==> config.mk <==
export PLATFORM = sky130hd
export DESIGN_NAME = imem_loader_flat
export DESIGN_NICKNAME = d
export VERILOG_FILES = /design/src/rtl/imem_loader_if.sv /design/src/rtl/imem_loader.sv /design/src/flat_wrapper.sv
export SDC_FILE = /design/constraint.sdc
export NUM_CORES = 1
export LEC_CHECK = 0
export ABC_AREA = 0
export BUFFER_PORTS_ARGS = -buffer_cell sky130_fd_sc_hd__buf_2
export CELL_PAD_IN_SITES_DETAIL_PLACEMENT = 1
export CELL_PAD_IN_SITES_GLOBAL_PLACEMENT = 1
export CORE_UTILIZATION = 38
export DETAILED_ROUTE_END_ITERATION = 12
export GPL_TIMING_DRIVEN = 0
export PLACE_DENSITY_LB_ADDON = 0.1
export SYNTH_ARGS = -nofsm -noshare
export SYNTH_HDL_FRONTEND = slang
export SYNTH_SLANG_ARGS = --single-unit
==> constraint.sdc <==
create_clock -name clk -period 2.9 [get_ports clk]
set_clock_uncertainty 0.2 [all_clocks]
set_input_delay 0.145 -clock clk [delete_from_list [all_inputs] [get_ports clk]]
set_output_delay 0.145 -clock clk [all_outputs]
set_load 0.01 [all_outputs]
==> src/rtl/imem_loader_if.sv <==
// Byte-stream receive channel and instruction-memory write port of the loader.
// master = the loader (consumes bytes, drives memory); slave = stream source / memory side.
interface imem_loader_if;
  // A byte moves on a rising edge where rx_valid && rx_ready; the source holds rx_data until then.
  logic        rx_valid;
  logic [7:0]  rx_data;
  logic        rx_ready;
  logic        mem_we;
  logic [31:0] mem_addr;
  logic [31:0] mem_wd;

  modport master (
    input  rx_valid, rx_data,
    output rx_ready, mem_we, mem_addr, mem_wd
  );

  modport slave (
    output rx_valid, rx_data,
    input  rx_ready, mem_we, mem_addr, mem_wd
  );
endinterface

==> src/rtl/imem_loader.sv <==
// Boot loader: takes a count byte plus 4*N little-endian data bytes, writes them to
// instruction memory, zero-fills the rest, and releases cpu_hold only on a clean image.
module imem_loader #(
  parameter int DEPTH = 64
) (
  input  logic                clk,
  input  logic                reset,
  input  logic                start,
  imem_loader_if.master       bus,
  output logic                cpu_hold,
  output logic                busy,
  output logic                done,
  output logic                error,
  output logic [7:0]          words_loaded,
  output logic [2:0]          dbg_state
);

  typedef enum logic [2:0] {
    IDLE  = 3'd0,
    COUNT = 3'd1,
    DATA  = 3'd2,
    WRITE = 3'd3,
    FILL  = 3'd4,
    DONE  = 3'd5,
    ERROR = 3'd6
  } state_t;

  localparam logic [8:0] DEPTH_W = 9'(DEPTH);
  localparam logic [7:0] LAST_IDX = 8'(DEPTH - 1);

  state_t      state_q, state_d;
  logic [7:0]  n_q, n_d;
  logic [7:0]  word_idx_q, word_idx_d;
  logic [1:0]  byte_idx_q, byte_idx_d;
  logic [23:0] asm_q, asm_d;
  logic [7:0]  words_q, words_d;
  logic        rx_ready_q, rx_ready_d;
  logic        mem_we_q, mem_we_d;
  logic [31:0] mem_addr_q, mem_addr_d;
  logic [31:0] mem_wd_q, mem_wd_d;
  logic        cpu_hold_q, cpu_hold_d;
  logic        busy_q, busy_d;
  logic        done_q, done_d;
  logic        error_q, error_d;

  logic        accept;
  logic [7:0]  idx_inc;

  assign accept  = bus.rx_valid && rx_ready_q;
  assign idx_inc = word_idx_q + 8'd1;

  always_comb begin
    state_d    = state_q;
    n_d        = n_q;
    word_idx_d = word_idx_q;
    byte_idx_d = byte_idx_q;
    asm_d      = asm_q;
    words_d    = words_q;
    mem_we_d   = 1'b0;
    mem_addr_d = 32'd0;
    mem_wd_d   = 32'd0;

    case (state_q)
      IDLE: begin
        if (start) state_d = COUNT;
      end
      COUNT: begin
        if (accept) begin
          if (bus.rx_data == 8'd0 || {1'b0, bus.rx_data} > DEPTH_W) begin
            state_d = ERROR;
          end else begin
            n_d        = bus.rx_data;
            word_idx_d = 8'd0;
            byte_idx_d = 2'd0;
            state_d    = DATA;
          end
        end
      end
      DATA: begin
        if (accept) begin
          // Bytes shift in from the top so the first one ends up in the low lane.
          asm_d      = {bus.rx_data, asm_q[23:8]};
          byte_idx_d = byte_idx_q + 2'd1;
          if (byte_idx_q == 2'd3) begin
            state_d    = WRITE;
            mem_we_d   = 1'b1;
            mem_addr_d = {22'd0, word_idx_q, 2'b00};
            mem_wd_d   = {bus.rx_data, asm_q};
          end
        end
      end
      WRITE: begin
        word_idx_d = idx_inc;
        words_d    = words_q + 8'd1;
        if (idx_inc == n_q) begin
          if ({1'b0, n_q} < DEPTH_W) begin
            state_d    = FILL;
            mem_we_d   = 1'b1;
            mem_addr_d = {22'd0, idx_inc, 2'b00};
          end else begin
            state_d = DONE;
          end
        end else begin
          state_d = DATA;
        end
      end
      FILL: begin
        word_idx_d = idx_inc;
        if (word_idx_q == LAST_IDX) begin
          state_d = DONE;
        end else begin
          mem_we_d   = 1'b1;
          mem_addr_d = {22'd0, idx_inc, 2'b00};
        end
      end
      DONE, ERROR: begin
        if (start) begin
          state_d = COUNT;
          words_d = 8'd0;
        end
      end
      default: state_d = IDLE;
    endcase

    // Status flags are decoded from the next state so they change on the same edge as the state.
    rx_ready_d = (state_d == COUNT) || (state_d == DATA);
    busy_d     = (state_d == COUNT) || (state_d == DATA) ||
                 (state_d == WRITE) || (state_d == FILL);
    cpu_hold_d = (state_d != DONE);
    done_d     = (state_d == DONE);
    error_d    = (state_d == ERROR);
  end

  always_ff @(posedge clk or posedge reset) begin
    if (reset) begin
      state_q    <= IDLE;
      n_q        <= 8'd0;
      word_idx_q <= 8'd0;
      byte_idx_q <= 2'd0;
      asm_q      <= 24'd0;
      words_q    <= 8'd0;
      rx_ready_q <= 1'b0;
      mem_we_q   <= 1'b0;
      mem_addr_q <= 32'd0;
      mem_wd_q   <= 32'd0;
      cpu_hold_q <= 1'b1;
      busy_q     <= 1'b0;
      done_q     <= 1'b0;
      error_q    <= 1'b0;
    end else begin
      state_q    <= state_d;
      n_q        <= n_d;
      word_idx_q <= word_idx_d;
      byte_idx_q <= byte_idx_d;
      asm_q      <= asm_d;
      words_q    <= words_d;
      rx_ready_q <= rx_ready_d;
      mem_we_q   <= mem_we_d;
      mem_addr_q <= mem_addr_d;
      mem_wd_q   <= mem_wd_d;
      cpu_hold_q <= cpu_hold_d;
      busy_q     <= busy_d;
      done_q     <= done_d;
      error_q    <= error_d;
    end
  end

  assign bus.rx_ready  = rx_ready_q;
  assign bus.mem_we    = mem_we_q;
  assign bus.mem_addr  = mem_addr_q;
  assign bus.mem_wd    = mem_wd_q;
  assign cpu_hold      = cpu_hold_q;
  assign busy          = busy_q;
  assign done          = done_q;
  assign error         = error_q;
  assign words_loaded  = words_q;
  assign dbg_state     = state_q;

endmodule
==> src/flat_wrapper.sv <==
// flat-port wrapper written by rule: the top's interface ports become plain ports
module imem_loader_flat 
#(
  parameter int DEPTH = 64
)
  (clk, reset, start, cpu_hold, busy, done, error, words_loaded, dbg_state, bus_rx_valid, bus_rx_data, bus_rx_ready, bus_mem_we, bus_mem_addr, bus_mem_wd);
  imem_loader_if bus_i ();
  input  logic clk;
  input  logic reset;
  input  logic start;
  output logic cpu_hold;
  output logic busy;
  output logic done;
  output logic error;
  output logic [7:0] words_loaded;
  output logic [2:0] dbg_state;
  input wire logic [$bits(bus_i.rx_valid)-1:0] bus_rx_valid;
  input wire logic [$bits(bus_i.rx_data)-1:0] bus_rx_data;
  output wire logic [$bits(bus_i.rx_ready)-1:0] bus_rx_ready;
  output wire logic [$bits(bus_i.mem_we)-1:0] bus_mem_we;
  output wire logic [$bits(bus_i.mem_addr)-1:0] bus_mem_addr;
  output wire logic [$bits(bus_i.mem_wd)-1:0] bus_mem_wd;
  assign bus_i.rx_valid = bus_rx_valid;
  assign bus_i.rx_data = bus_rx_data;
  assign bus_rx_ready = bus_i.rx_ready;
  assign bus_mem_we = bus_i.mem_we;
  assign bus_mem_addr = bus_i.mem_addr;
  assign bus_mem_wd = bus_i.mem_wd;
  imem_loader #(.DEPTH(DEPTH)) u_core (.clk(clk), .reset(reset), .start(start), .bus(bus_i), .cpu_hold(cpu_hold), .busy(busy), .done(done), .error(error), .words_loaded(words_loaded), .dbg_state(dbg_state));
endmodule
### Yosys cells after proc, flatten, opt, wreduce, memory -nomap -nowiden

Index checks and enable logic that the tools add are counted.

* register bits: 123
* input port bits: 12
* output and inout bits: 81
* word-level logic and storage cells: 91

* add/subtract/negate cells: 3
* $lt $le $gt $ge: 2
* equal/unequal tests: 20
* muxes and demuxes: 33
* bitwise gates (word level): 1
* reductions and logical operators: 18

Operators with widths (number)
* two-way mux 32 bit: 5
* one-hot mux 32 bit (3 select lines): 1
* one-hot mux 8 bit (2 select lines): 2
* two-way mux 10 bit: 3
* two-way mux 8 bit: 3
* two-way mux 3 bit: 7
* equality test 3 bit (second input constant): 6
* adder 8 x 1 -> 8 bit (second input constant): 2
* one-hot mux 3 bit (5 select lines): 1
* equality test 3 x 2 -> 1 bit (second input constant): 4
* equality test 8 x 6 -> 1 bit (second input constant): 1
* equality test 8 bit: 1
* > comparator 8 x 7 -> 1 bit (second input constant): 1
* logical NOT 8 bit: 1
* less-than comparator 8 x 7 -> 1 bit (second input constant): 1
* equality test 3 x 1 -> 1 bit (second input constant): 2
* two-way mux 1 bit: 6
* two-way mux 2 bit: 3
* AND reduction 3 bit: 2
* nonzero test 2 bit: 3
* logical OR 1 bit: 4
* inequality test 2 x 1 -> 1 bit (second input constant): 2
* inequality test 2 bit (second input constant): 2
* one-hot mux 2 bit (2 select lines): 1
* 11 further kinds: 13

### Longest topological paths before layout

* depth in word-level cells: 9
* depth in mapped cells: 9
* gate-level depth less buffers: 8

### Worst setup path after synthesis

OpenSTA, ideal clock, no wires.

* path kind: reg2reg
* start: register u_core.word_idx_q[0]
* end: register u_core.mem_addr_q[4] (netlist: u_core.bus.mem_addr[4])
* library setup time: 0.064 ns
* arrival time: 2.123 ns
* data required time: 2.636 ns
* path slack: 0.513 ns
* cell stages (with the launch flop): 9
* path buffers: 0
* period minus slack after synthesis: 2.387 ns
* cell sequence: dfrtp_1 ha_1 and3_4 nand3_2 xnor2_1 nor4_1 a21o_4 a21boi_1 a21o_1

* word-level cells in the longest chain between the ends: 4
* elaborated cells between the ends (all ways): 7
* those cells by class: add/sub: 1; eq/ne: 2; mux: 4

RTL lines
* from (decl): RTL line imem_loader.sv:33 `logic [7:0] word_idx_q, word_idx_d;`
* from (signal assigned): RTL line imem_loader.sv:153 `word_idx_q <= word_idx_d;`
* adder 8 x 1 -> 8 bit: RTL line imem_loader.sv:50 `assign idx_inc = word_idx_q + 8'd1;`
* equality test 8 bit or two-way mux 10 bit (tied branches): RTL line imem_loader.sv:95, imem_loader.sv:96
* two-way mux 32 bit: RTL line imem_loader.sv:95 `if (idx_inc == n_q) begin`
* one-hot mux 32 bit (3 select lines) (*): RTL line imem_loader.sv:63 `case (state_q)`
* net u_core.mem_addr_d[4]: RTL line imem_loader.sv:39 `logic [31:0] mem_addr_q, mem_addr_d;`
* to (signal assigned): RTL line imem_loader.sv:159 `mem_addr_q <= mem_addr_d;`
* to (decl): RTL line imem_loader.sv:39

Mark *: on every way through the listed nets, which the timed path passes. The rest lies on a longest branch.
A chain may end at the register's enable or synchronous reset.

### Worst setup path in the final report

* start: register u_core.word_idx_q[0]
* end: register u_core.mem_addr_q[5] (netlist: u_core.bus.mem_addr[5])

The elaborated chain is that of the path after synthesis.

==> results.toml <==
[yosys]
yosysUniqueCellTypes = 57
synthArstFlopShare_pct = 100
ys_seq_elements = 99
ys_seq_area_share_pct = 56.1
avgSynthCellArea_um2 = 11.4
synth-main-ff-cell = "dfrtp_1"
yosys_warnings = 0
yosys.area.top_type = "dfrtp_1"
netlist_instances = 388
synth.area.top_cells = "dfrtp_1 56%, mux2_2 8.4%, and3_1 4.5%"
syn_area_um2 = 4420
synth_enable_flop_cells = 0
synth.top_cell.area_share_pct = 55.5

[cells_and_area]
area_growth_pct = 24.0
fin_cells = 649
nets = 516
utilization_pct = 48.2
drive_gt1_share_pct = 33.0
num-fill-cells = 1256
final_area_um2 = 5480
mostFrequentLayoutCell = "dfrtp_1"
layout_common_cells = "98 x dfrtp_1, 75 x buf_2, 33 x mux2_2, 32 x and3_1, 26 x nand2_1"
n_antenna_cell = 0

[routing]
wl_mm = 10.0
antenna_left = 0
drc = 0
wl_per_cell_um = 15.5
first_iter_violations = 108
routed_via_density = 4.95
dr.pass1.iters = 4
vias = 3210

[power_and_ir_drop]
p_clk_share_pct = 27.4
seqPwrFrac_pct = 43.6
p_switching_mw = 1.57
intPower_mw = 3.02
power_mw = 4.59
comb_power_share_pct = 29.0
vdd_drop_max_mv = 0.325
p_per_area_nw_per_um2 = 837
p_leak_nw = 2.90
switching_share_pct = 34.3

[floorplanning]
core.rowCount = 39
die_h_um = 110
dieArea_um2 = 12100
ios = 93
die_w_um = 110
core_region_area_um2 = 11400
start_util_pct = 38.9

[placement]
dpl_cell_area_um2 = 5070
dp_slack_ns = 0.0764
dp.cells = 624
port_buffers = 68
dpl.hpwl_mm = 7.21
gp_congestion = 0.760

[run]
cap_violations = 0

[global_routing]
grt-ovfl-total = 0
grt_use_total_pct = 18.0
first_global_vias = 3217
grt_start_max_net_pins = 45
grt_pass1_wl_mm = 16.3
antenna_found_initial = 0

[critical_path]
arrival_ns = 2.78
cp_num_buf_inv = 0
path_delay_family = "simple AND/OR/NAND/NOR gates"
path_cells = "ha_1, and3_4, nand3_2, xnor2_1, nor4_2, a21o_4, a21oi_1, o21ai_1"
critPathCaptureType = "flip-flop"
worstPathRequired_ns = 2.96
cp_max_fo = 9
cpMaxStageDelayCell = "dfrtp_1"
start_kind = "flip-flop"
critPathMaxStageDelay_ns = 0.53
crit_type = "reg2reg"

[cts]
clkLatencyLatePin_ns = 0.35
postCtsSetupBuffers = 0
clockBufferDepth = 2
ctsRootBufferMaster = "clkbuf_16"
clkSlewWorstSetupHoldPaths_ns = 0.07
cts_buffers = 9
cts_tree = "built"
numClockSinks = 99
htree_levels = 3

[timing]
fin_hold_ws_ns = 0.0840
drv_slew = 0
setup_ws_ns = 0.179
grt_setup_unrepaired = "no"
hold_viol = 0
period_share_pct = 93.8
worst_pin_slew_ns = 0.584
fin_crit_ns = 2.72
max_freq_mhz = 368
setup_viol = 0
maxSlewHeadroom_pct = 60.9
setup_tns_ns = 0

[hold_path]
hp-class = "in2reg"

[run_status]
status = "complete, no violations"
==> path summary, 6_finish.rpt <==
path                                            from                endpoint  slack, ns  cells past startpoint
worst max-delay path            u_core.word_idx_q[0]  u_core.bus.mem_addr[5]       0.18                      8
min in group asynchronous                      reset    u_core.bus.mem_wd[8]       0.15                      3
max in group asynchronous                      reset         u_core.cpu_hold       1.76                      4
worst min register to register  u_core.byte_idx_q[1]    u_core.byte_idx_q[1]       0.30                      2
worst min-delay path                           start  u_core.words_loaded[5]       0.08                      4
worst max register to register  u_core.word_idx_q[0]  u_core.bus.mem_addr[5]       0.18                      8
==> routing by layer <==
layer / wire, um / global-route usage (%) / vias up
met5: 0 / 0 / -
li1: - / - / 1527
met2: 5020 / 30.0 / 60
met1: 4550 / 23.5 / 1613
met4: 120 / 6.00 / 0
met3: 347 / 3.32 / 10
==> registers in the layout, indices dropped and copies added, names as in the netlist, 2 cells and up <==
signal	flops
u_core.bus.mem_addr	8
u_core.asm_q	24
u_core.n_q	8
u_core.bus.mem_wd	32
u_core.dbg_state	3
u_core.byte_idx_q	2
u_core.word_idx_q	8
u_core.words_loaded	8
==> what timing repair did <==
action	4_1_cts	5_1_grt
endpoints found under the setup margin	0	4
hold endpoints to repair	121	0
gates resized for setup	0	1
hold buffers	9	0
==> power by group through the flow <==
stage / logic [mW] / clock network, mW / registers [mW]
CTS: 1.34 / 1.30 / 2.01
finish: 1.33 / 1.26 / 2.00
global placement: 1.27 / 0 / 2.01
detailed placement: 1.32 / 0 / 2.03
global route: 1.49 / 1.36 / 2.05
floorplan: 0.920 / 0 / 1.98
==> layout make-up <==
type	count	area (um^2)	share of cell area, %
tap	143	179	3.26
multi-input combinational	261	1730	31.6
buffer	46	283	5.16
inverter	5	22.5	0.411
timing repair buffer	79	470	8.58
clock inverter	7	91.3	1.67
sequential	99	2480	45.2
clock buffer	9	225	4.11
==> Yosys cell counts, types with 2 or more instances <==
library cell,instances
dfrtp_1,98
nand4_1,3
xor2_1,9
nor3_1,6
a21oi_1,14
and3_1,32
or3_1,3
buf_2,7
nand2b_1,7
buf_4,25
clkbuf_1,13
nor2b_1,5
a21o_1,2
mux2_2,33
xnor2_1,4
ha_1,3
and2_1,2
a211oi_1,2
o31ai_1,5
nor2_1,21
o22a_1,2
nand2_1,26
a31oi_1,2
inv_1,5
o21ai_0,19
nand3_1,9
==> worst min-delay path, delay by kind of cell <==
family / cells / cell delay [ns]
buffers and inverters: 1 / 0.12
AND/OR/NAND/NOR: 1 / 0.11
AO/OA/AOI/OAI: 2 / 0.22
==> kinds of logic after synthesis <==
logic type	Yosys count	synth area share [%]
XOR/XNOR	13	2.58
other	1	0.0849
adder cells (fa/ha/maj)	3	0.850
flip-flops	99	56.1
AND/OR/NAND/NOR	130	16.8
multiplexers	34	8.64
buffers and inverters	51	6.83
AO/OA/AOI/OAI	57	8.13
Note: power is estimated with default switching activity, not from simulation.
